## src/rtl/lcd_pkg.sv

```systemverilog
// rtl/lcd_pkg.sv - shared defaults and state type for the LCD framebuffer scanner
//
// Purpose: default geometry of the framebuffer walk and the scanner state
// encoding, imported by lcd_px_pack and lcd_fb_scanner.
// Ports: none (package).
package lcd_pkg;

  localparam int DEF_H_PIXELS  = 128;
  localparam int DEF_V_LINES   = 128;
  localparam int DEF_FB_ADDR_W = 14;
  localparam int FRAME_PIXELS  = DEF_H_PIXELS * DEF_V_LINES;

  typedef enum logic [1:0] {
    IDLE,
    FETCH,
    HOLD,
    DRAIN
  } scan_state_e;

endpackage

```

## src/rtl/lcd_px_pack.sv

```systemverilog
// rtl/lcd_px_pack.sv - 1-bit to byte packer with output register and valid/ready
//
// Purpose: shifts returning framebuffer bits into an 8-bit register
// (first bit ends up in bit 7), moves completed bytes into the output register
// and tells the scanner whether a read may be issued this cycle.
// Ports:
//   clk_i, rst_ni        clock, asynchronous active-low reset
//   rd_issue_i           a framebuffer read is issued this cycle
//   rd_addr_i            address of that read
//   pix_i                returning pixel (valid one cycle after rd_issue_i)
//   px_ready_i           consumer ready
//   can_issue_o          a read may be issued this cycle
//   frame_end_o          final byte of the frame is accepted this cycle
//   px_byte_o/px_valid_o/px_sof_o/px_eol_o  output byte stream
module lcd_px_pack
  import lcd_pkg::*;
#(
  parameter int H_PIXELS  = DEF_H_PIXELS,
  parameter int N_PIXELS  = FRAME_PIXELS,
  parameter int FB_ADDR_W = DEF_FB_ADDR_W
) (
  input  logic                 clk_i,
  input  logic                 rst_ni,
  input  logic                 rd_issue_i,
  input  logic [FB_ADDR_W-1:0] rd_addr_i,
  input  logic                 pix_i,
  input  logic                 px_ready_i,
  output logic                 can_issue_o,
  output logic                 frame_end_o,
  output logic [7:0]           px_byte_o,
  output logic                 px_valid_o,
  output logic                 px_sof_o,
  output logic                 px_eol_o
);

  localparam logic [FB_ADDR_W-1:0] SOF_ADDR  = FB_ADDR_W'(7);
  localparam logic [FB_ADDR_W-1:0] LAST_ADDR = FB_ADDR_W'(N_PIXELS - 1);
  localparam logic [FB_ADDR_W-1:0] H_LEN     = FB_ADDR_W'(H_PIXELS);
  localparam logic [FB_ADDR_W-1:0] H_LAST    = FB_ADDR_W'(H_PIXELS - 1);

  // ret_q marks a bit arriving on pix_i this cycle; ret_addr_q is its address.
  // While a byte is pending no reads are issued, so ret_addr_q still holds
  // the last address of the pending byte when it finally loads.
  logic                 ret_q, ret_d;
  logic [FB_ADDR_W-1:0] ret_addr_q, ret_addr_d;
  logic [7:0]           sr_q, sr_d;
  logic [2:0]           cnt_q, cnt_d;
  logic                 pend_q, pend_d;
  logic [7:0]           out_byte_q, out_byte_d;
  logic                 out_vld_q, out_vld_d;
  logic                 out_sof_q, out_sof_d;
  logic                 out_eol_q, out_eol_d;
  logic                 out_last_q, out_last_d;

  logic [7:0] shifted;
  logic       complete;
  logic       out_free;
  logic       load_new;
  logic       load_pend;
  logic       accept;

  always_comb begin
    shifted   = {sr_q[6:0], pix_i};
    complete  = ret_q && (cnt_q == 3'd7);
    out_free  = !out_vld_q || px_ready_i;
    load_new  = complete && out_free;
    load_pend = pend_q && px_ready_i;
    accept    = out_vld_q && px_ready_i;

    // A completion that cannot load blocks the read in the same cycle, so
    // nothing is in flight once the byte is parked in the shift register.
    can_issue_o = !pend_q && !(complete && !out_free);
    frame_end_o = accept && out_last_q;

    ret_d      = rd_issue_i;
    ret_addr_d = rd_issue_i ? rd_addr_i : ret_addr_q;
    sr_d       = sr_q;
    cnt_d      = cnt_q;
    pend_d     = pend_q;
    out_byte_d = out_byte_q;
    out_vld_d  = out_vld_q;
    out_sof_d  = out_sof_q;
    out_eol_d  = out_eol_q;
    out_last_d = out_last_q;

    if (ret_q) begin
      sr_d  = shifted;
      cnt_d = cnt_q + 3'd1;
    end

    if (complete && !out_free) begin
      pend_d = 1'b1;
    end else if (load_pend) begin
      pend_d = 1'b0;
    end

    if (accept) begin
      out_vld_d = 1'b0;
    end

    if (load_new || load_pend) begin
      out_byte_d = load_new ? shifted : sr_q;
      out_vld_d  = 1'b1;
      out_sof_d  = (ret_addr_q == SOF_ADDR);
      out_eol_d  = ((ret_addr_q % H_LEN) == H_LAST);
      out_last_d = (ret_addr_q == LAST_ADDR);
    end
  end

  always_ff @(posedge clk_i or negedge rst_ni) begin
    if (!rst_ni) begin
      ret_q      <= 1'b0;
      ret_addr_q <= '0;
      sr_q       <= '0;
      cnt_q      <= '0;
      pend_q     <= 1'b0;
      out_byte_q <= '0;
      out_vld_q  <= 1'b0;
      out_sof_q  <= 1'b0;
      out_eol_q  <= 1'b0;
      out_last_q <= 1'b0;
    end else begin
      ret_q      <= ret_d;
      ret_addr_q <= ret_addr_d;
      sr_q       <= sr_d;
      cnt_q      <= cnt_d;
      pend_q     <= pend_d;
      out_byte_q <= out_byte_d;
      out_vld_q  <= out_vld_d;
      out_sof_q  <= out_sof_d;
      out_eol_q  <= out_eol_d;
      out_last_q <= out_last_d;
    end
  end

  assign px_byte_o  = out_byte_q;
  assign px_valid_o = out_vld_q;
  assign px_sof_o   = out_sof_q;
  assign px_eol_o   = out_eol_q;

endmodule

```

## src/rtl/lcd_fb_scanner.sv

```systemverilog
// rtl/lcd_fb_scanner.sv - framebuffer scanner: linear 1-bit reads packed into a byte stream
//
// Purpose: walks the framebuffer once per frame, one read per cycle while the
// packer can take data, and streams packed bytes to the LCD bus interface.
// Optional macro LCD_FB_INVERT_EN adds an invert input sampled at frame start.
// Ports:
//   clk, rst_n            clock, asynchronous active-low reset
//   start, cont           frame start pulse, continuous-restart enable
//   invert                (LCD_FB_INVERT_EN only) invert pixels of next frame
//   fb_en, fb_addr        framebuffer read request
//   fb_data               framebuffer read data, one cycle after fb_en
//   px_byte, px_valid, px_ready, px_sof, px_eol   byte stream
//   busy, frame_done      frame in progress, final-byte-accepted pulse
module lcd_fb_scanner
  import lcd_pkg::*;
#(
  parameter int H_PIXELS  = DEF_H_PIXELS,
  parameter int V_LINES   = DEF_V_LINES,
  parameter int FB_ADDR_W = DEF_FB_ADDR_W
) (
  input  logic                 clk,
  input  logic                 rst_n,
  input  logic                 start,
  input  logic                 cont,
`ifdef LCD_FB_INVERT_EN
  input  logic                 invert,
`endif
  output logic                 fb_en,
  output logic [FB_ADDR_W-1:0] fb_addr,
  input  logic                 fb_data,
  output logic [7:0]           px_byte,
  output logic                 px_valid,
  input  logic                 px_ready,
  output logic                 px_sof,
  output logic                 px_eol,
  output logic                 busy,
  output logic                 frame_done
);

  localparam int FRAME_PX = H_PIXELS * V_LINES;
  localparam logic [FB_ADDR_W-1:0] ADDR_LAST = FB_ADDR_W'(FRAME_PX - 1);

  scan_state_e          state_q, state_d;
  logic [FB_ADDR_W-1:0] addr_q, addr_d;
  logic                 all_issued_q, all_issued_d;
  logic                 done_q, done_d;
  logic                 can_issue;
  logic                 frame_end;
  logic                 pix;

`ifdef LCD_FB_INVERT_EN
  logic inv_q, inv_d;
  assign pix = fb_data ^ inv_q;
`else
  assign pix = fb_data;
`endif

  always_comb begin
    state_d      = state_q;
    addr_d       = addr_q;
    all_issued_d = all_issued_q;
    done_d       = frame_end;
    fb_en        = 1'b0;
`ifdef LCD_FB_INVERT_EN
    inv_d        = inv_q;
`endif

    case (state_q)
      IDLE: begin
        if (start) begin
          state_d      = FETCH;
          addr_d       = '0;
          all_issued_d = 1'b0;
`ifdef LCD_FB_INVERT_EN
          inv_d        = invert;
`endif
        end
      end

      FETCH: begin
        if (can_issue) begin
          fb_en = 1'b1;
          if (addr_q == ADDR_LAST) begin
            // Terminal count: explicit clear keeps non power-of-two frames correct.
            addr_d       = '0;
            all_issued_d = 1'b1;
            state_d      = DRAIN;
          end else begin
            addr_d = addr_q + 1'b1;
          end
        end else begin
          state_d = HOLD;
        end
      end

      HOLD: begin
        // The pending byte loads in the packer in this same cycle.
        if (px_ready) begin
          state_d = all_issued_q ? DRAIN : FETCH;
        end
      end

      DRAIN: begin
        if (frame_end) begin
          if (cont || start) begin
            state_d      = FETCH;
            addr_d       = '0;
            all_issued_d = 1'b0;
`ifdef LCD_FB_INVERT_EN
            inv_d        = invert;
`endif
          end else begin
            state_d = IDLE;
          end
        end
      end

      default: state_d = IDLE;
    endcase
  end

  always_ff @(posedge clk or negedge rst_n) begin
    if (!rst_n) begin
      state_q      <= IDLE;
      addr_q       <= '0;
      all_issued_q <= 1'b0;
      done_q       <= 1'b0;
`ifdef LCD_FB_INVERT_EN
      inv_q        <= 1'b0;
`endif
    end else begin
      state_q      <= state_d;
      addr_q       <= addr_d;
      all_issued_q <= all_issued_d;
      done_q       <= done_d;
`ifdef LCD_FB_INVERT_EN
      inv_q        <= inv_d;
`endif
    end
  end

  lcd_px_pack #(
    .H_PIXELS  (H_PIXELS),
    .N_PIXELS  (FRAME_PX),
    .FB_ADDR_W (FB_ADDR_W)
  ) u_pack (
    .clk_i       (clk),
    .rst_ni      (rst_n),
    .rd_issue_i  (fb_en),
    .rd_addr_i   (addr_q),
    .pix_i       (pix),
    .px_ready_i  (px_ready),
    .can_issue_o (can_issue),
    .frame_end_o (frame_end),
    .px_byte_o   (px_byte),
    .px_valid_o  (px_valid),
    .px_sof_o    (px_sof),
    .px_eol_o    (px_eol)
  );

  assign fb_addr    = addr_q;
  assign busy       = (state_q != IDLE);
  assign frame_done = done_q;

endmodule

```

## config.mk

```make
export PLATFORM = sky130hd
export DESIGN_NAME = lcd_fb_scanner
export DESIGN_NICKNAME = d
export VERILOG_FILES = /design/src/rtl/lcd_pkg.sv /design/src/rtl/lcd_px_pack.sv /design/src/rtl/lcd_fb_scanner.sv
export SDC_FILE = /design/constraint.sdc
export NUM_CORES = 1
export LEC_CHECK = 0
export CORE_ASPECT_RATIO = 2
export CORE_MARGIN = 2
export CORE_UTILIZATION = 55
export DETAILED_ROUTE_END_ITERATION = 6
export PLACE_DENSITY = 0.82
export SYNTH_ARGS = -nofsm -noshare
export SYNTH_HDL_FRONTEND = slang
export SYNTH_SLANG_ARGS = --single-unit
```

## constraint.sdc

```tcl
create_clock -name clk -period 2.9 [get_ports clk]
set_input_delay 0.435 -clock clk [delete_from_list [all_inputs] [get_ports clk]]
set_output_delay 0.435 -clock clk [all_outputs]
set_load 0.005 [all_outputs]
```

==> metrics.cfg, run 1 <==
[timing]
tns_ns=0
rsz0062_at_grt=no
slew-limit-headroom_pct=48.4
clock.fmax_mhz=361
tightest_slew_ns=0.773
period_share_pct=95.6
timing.final.max_slew_violations=0
min_period_ns=2.77
hold_viol_final=0
finalSetupViolations=0
skew_ns=0.00339

[setup_path]
worst-r2r-cell-count=8
timing.rr.end=state_q[1]$_DFFE_PN0P_
r2r_start=u_pack.cnt_q[0]$_DFFE_PN0P_
end_kind=output pin
critPathLaunchType=register
r2r_setup_slack_ns=0.67
worstSetupPathType=register to output pin
cp_max_fo=3
worstPathArrival_ns=2.34
critical_path_required_ns=2.47

[routing]
drt-wirelength-per-cell_um=15.9
drt-total-wl_mm=5.91
route.detailed.drc=0
firstDrtPassIters=4
vias_per_cell=5.96
vias=2213
ant_nets=0
dr.first_iter.drc_count=62

[global_routing]
grt_pass1_wl_mm=10.1
antenna_found_initial=0
grt_usage_pct=25.4
grt_pass1_vias=2174
grt_overflow=0
grt_max_degree=35

[clocking]
cts_setup_buffers=0
clkTransAtPathRegs_ns=0.06
clock_latency_ns=0.33
cts_sinks=57
cts_repair_resize_count=0
cts-htree-levels=3
cts_tree=built
root_buffer=clkbuf_8
clockBufferDepth=2
cts_hold_buf=0
cts_buffers=9

[yosys]
synth_nets=283
synthesis.area_mm2=0.00272
ys_seq_area_share_pct=52.4
async_flop_share_pct=100
yosysWarnings=0
synth-edff-count=0
synth-seq-cells=57
ys_types=40
synthFlopType=dfrtp_1
avgSynthCellArea_um2=10.1
synthCells=269

[cells_and_area]
final_nets=325
final_util_pct=68.5
syn_to_final_growth_pct=21.3
layout_commonest_cell=dfrtp_1
drive_gt1_share_pct=13.4
diodes=0
layout_common_cells=57 x dfrtp_1, 51 x nand2_1, 32 x clkdlybuf4s50_1, 18 x o21ai_0, 16 x nor2_1

[floorplanning]
initial_core_util_pct=56.5
rows=36
dieArea_mm2=0.00556
pin_count=34
die_y_um=103
die_w_um=53.7
core_mm2=0.00482

[power]
power_density_mw_per_mm2=849
ir_drop_mv=0.589
leakage_nw=1.55

[worst_hold_path]
worst_hold_path_type=input port to asynchronous set/reset pin

[place]
gp_congestion=0.865
hpwl_mm=4.37
io_buffers=33

[job]
drv_cap=0

[outcome]
status=complete, no violations

[worst max-delay path, stage by stage (launching register included)]
cell	delay, ns
dfrtp_1	0.40
ha_1	0.21
ha_1	0.22
and4b_1	0.20
or3_1	0.38
inv_1	0.11
clkdlybuf4s50_1	0.50
[state kept, by name (all words and copies together), names as in the netlist]
name / count
u_pack.px_sof_o: 1
u_pack.px_valid_o: 1
u_pack.px_byte_o: 8
u_pack.px_eol_o: 1
all_issued_q: 1
state_q: 2
u_pack.pend_q: 1
u_pack.ret_addr_q: 14
u_pack.sr_q: 8
u_pack.out_last_q: 1
u_pack.cnt_q: 3
u_pack.ret_q: 1
fb_addr: 14
frame_done: 1
[per-stage QoR]
| step | setup slack, ns | cell area [um2] | power [mW] | hold WS (ns) | std cells |
|---|---|---|---|---|---|
| 4_1_cts | 0.0519 | 3300 | 2.82 | 0.195 | 371 |
| 6_report | 0.128 | 3300 | 2.80 | 0.185 | 371 |
| 3_3_place_gp | 0.329 | 3140 | 2.14 | 0.461 | 357 |
| 2_1_floorplan | 0.739 | 2720 | 1.78 | 0.139 | 269 |
| 5_1_grt | 0.0275 | 3300 | 3.01 | 0.221 | 371 |
| 3_5_place_dp | 0.324 | 3140 | 2.19 | 0.471 | 357 |
[power breakdown]
part           leakage, nW  internal, mW  total, mW  switching [mW]
clock               0.0826         0.348      0.624           0.276
combinational        0.719         0.520       1.05           0.527
sequential           0.744         0.987       1.13           0.146
[per-layer routing]
metal  vias to the layer above  routed length, um  global-route usage [%]
li1                       1034                  -                       -
met1                      1103               2170                    27.8
met2                        62               3350                    43.6
met3                        14                223                    6.18
met4                         0                165                    13.4
met5                         -                  0                       0
[worst max path at each step]
stage                                 from    end  cells after the start
4_1_cts             state_q[1]$_DFFE_PN0P_  fb_en                      6
3_3_place_gp                      px_ready  fb_en                      5
3_5_place_dp                      px_ready  fb_en                      5
2_1_floorplan  u_pack.cnt_q[0]$_DFFE_PN0P_  fb_en                      7
6_report       u_pack.cnt_q[0]$_DFFE_PN0P_  fb_en                      6
5_1_grt        u_pack.cnt_q[0]$_DFFE_PN0P_  fb_en                      6
[final cells by class]
| class | instances | area (um2) |
|---|---|---|
| Clock buffer | 14 | 163 |
| Fill cell | 384 | 1520 |
| Inverter | 11 | 41.3 |
| Multi-Input combinational cell | 189 | 1200 |
| Sequential cell | 57 | 1430 |
| Tap cell | 57 | 71.3 |
| Timing Repair Buffer | 43 | 400 |
[cells in the mapped netlist, types with 3 or more instances]
cell	count	area, um2
a21oi_1	12	60.1
a31oi_1	5	31.3
clkbuf_1	7	26.3
dfrtp_1	57	1430
ha_1	8	100
inv_1	11	41.3
mux2_2	12	135
mux2i_1	8	80.1
nand2_1	51	191
nand3_1	10	50.1
nand4_1	9	56.3
nor2_1	16	60.1
nor4_1	5	31.3
o21ai_0	18	90.1
o31ai_1	8	60.1
o41ai_2	3	48.8
[cells by family after synthesis]
family          after synthesis  share of synthesized area, %
buf+inv                      23                          3.59
mux                          20                          7.91
xor+xnor                      1                         0.322
fa+ha+maj                     8                          3.68
compound gates               54                          13.8
flops                        57                          52.4
simple gates                106                          18.3
Power figures use the tool's default switching activity.
==> inputs of run 2 (changes only) <==
- GPL_ROUTABILITY_DRIVEN: default -> 1
==> results of run 2 <==
No change in the layout: final DEF, timing and power equal those of run 1.
==> inputs of run 3 (changes only) <==
- SLEW_MARGIN: default -> 10
==> results of run 3 <==
No change in the layout: final DEF, timing and power equal those of run 1.
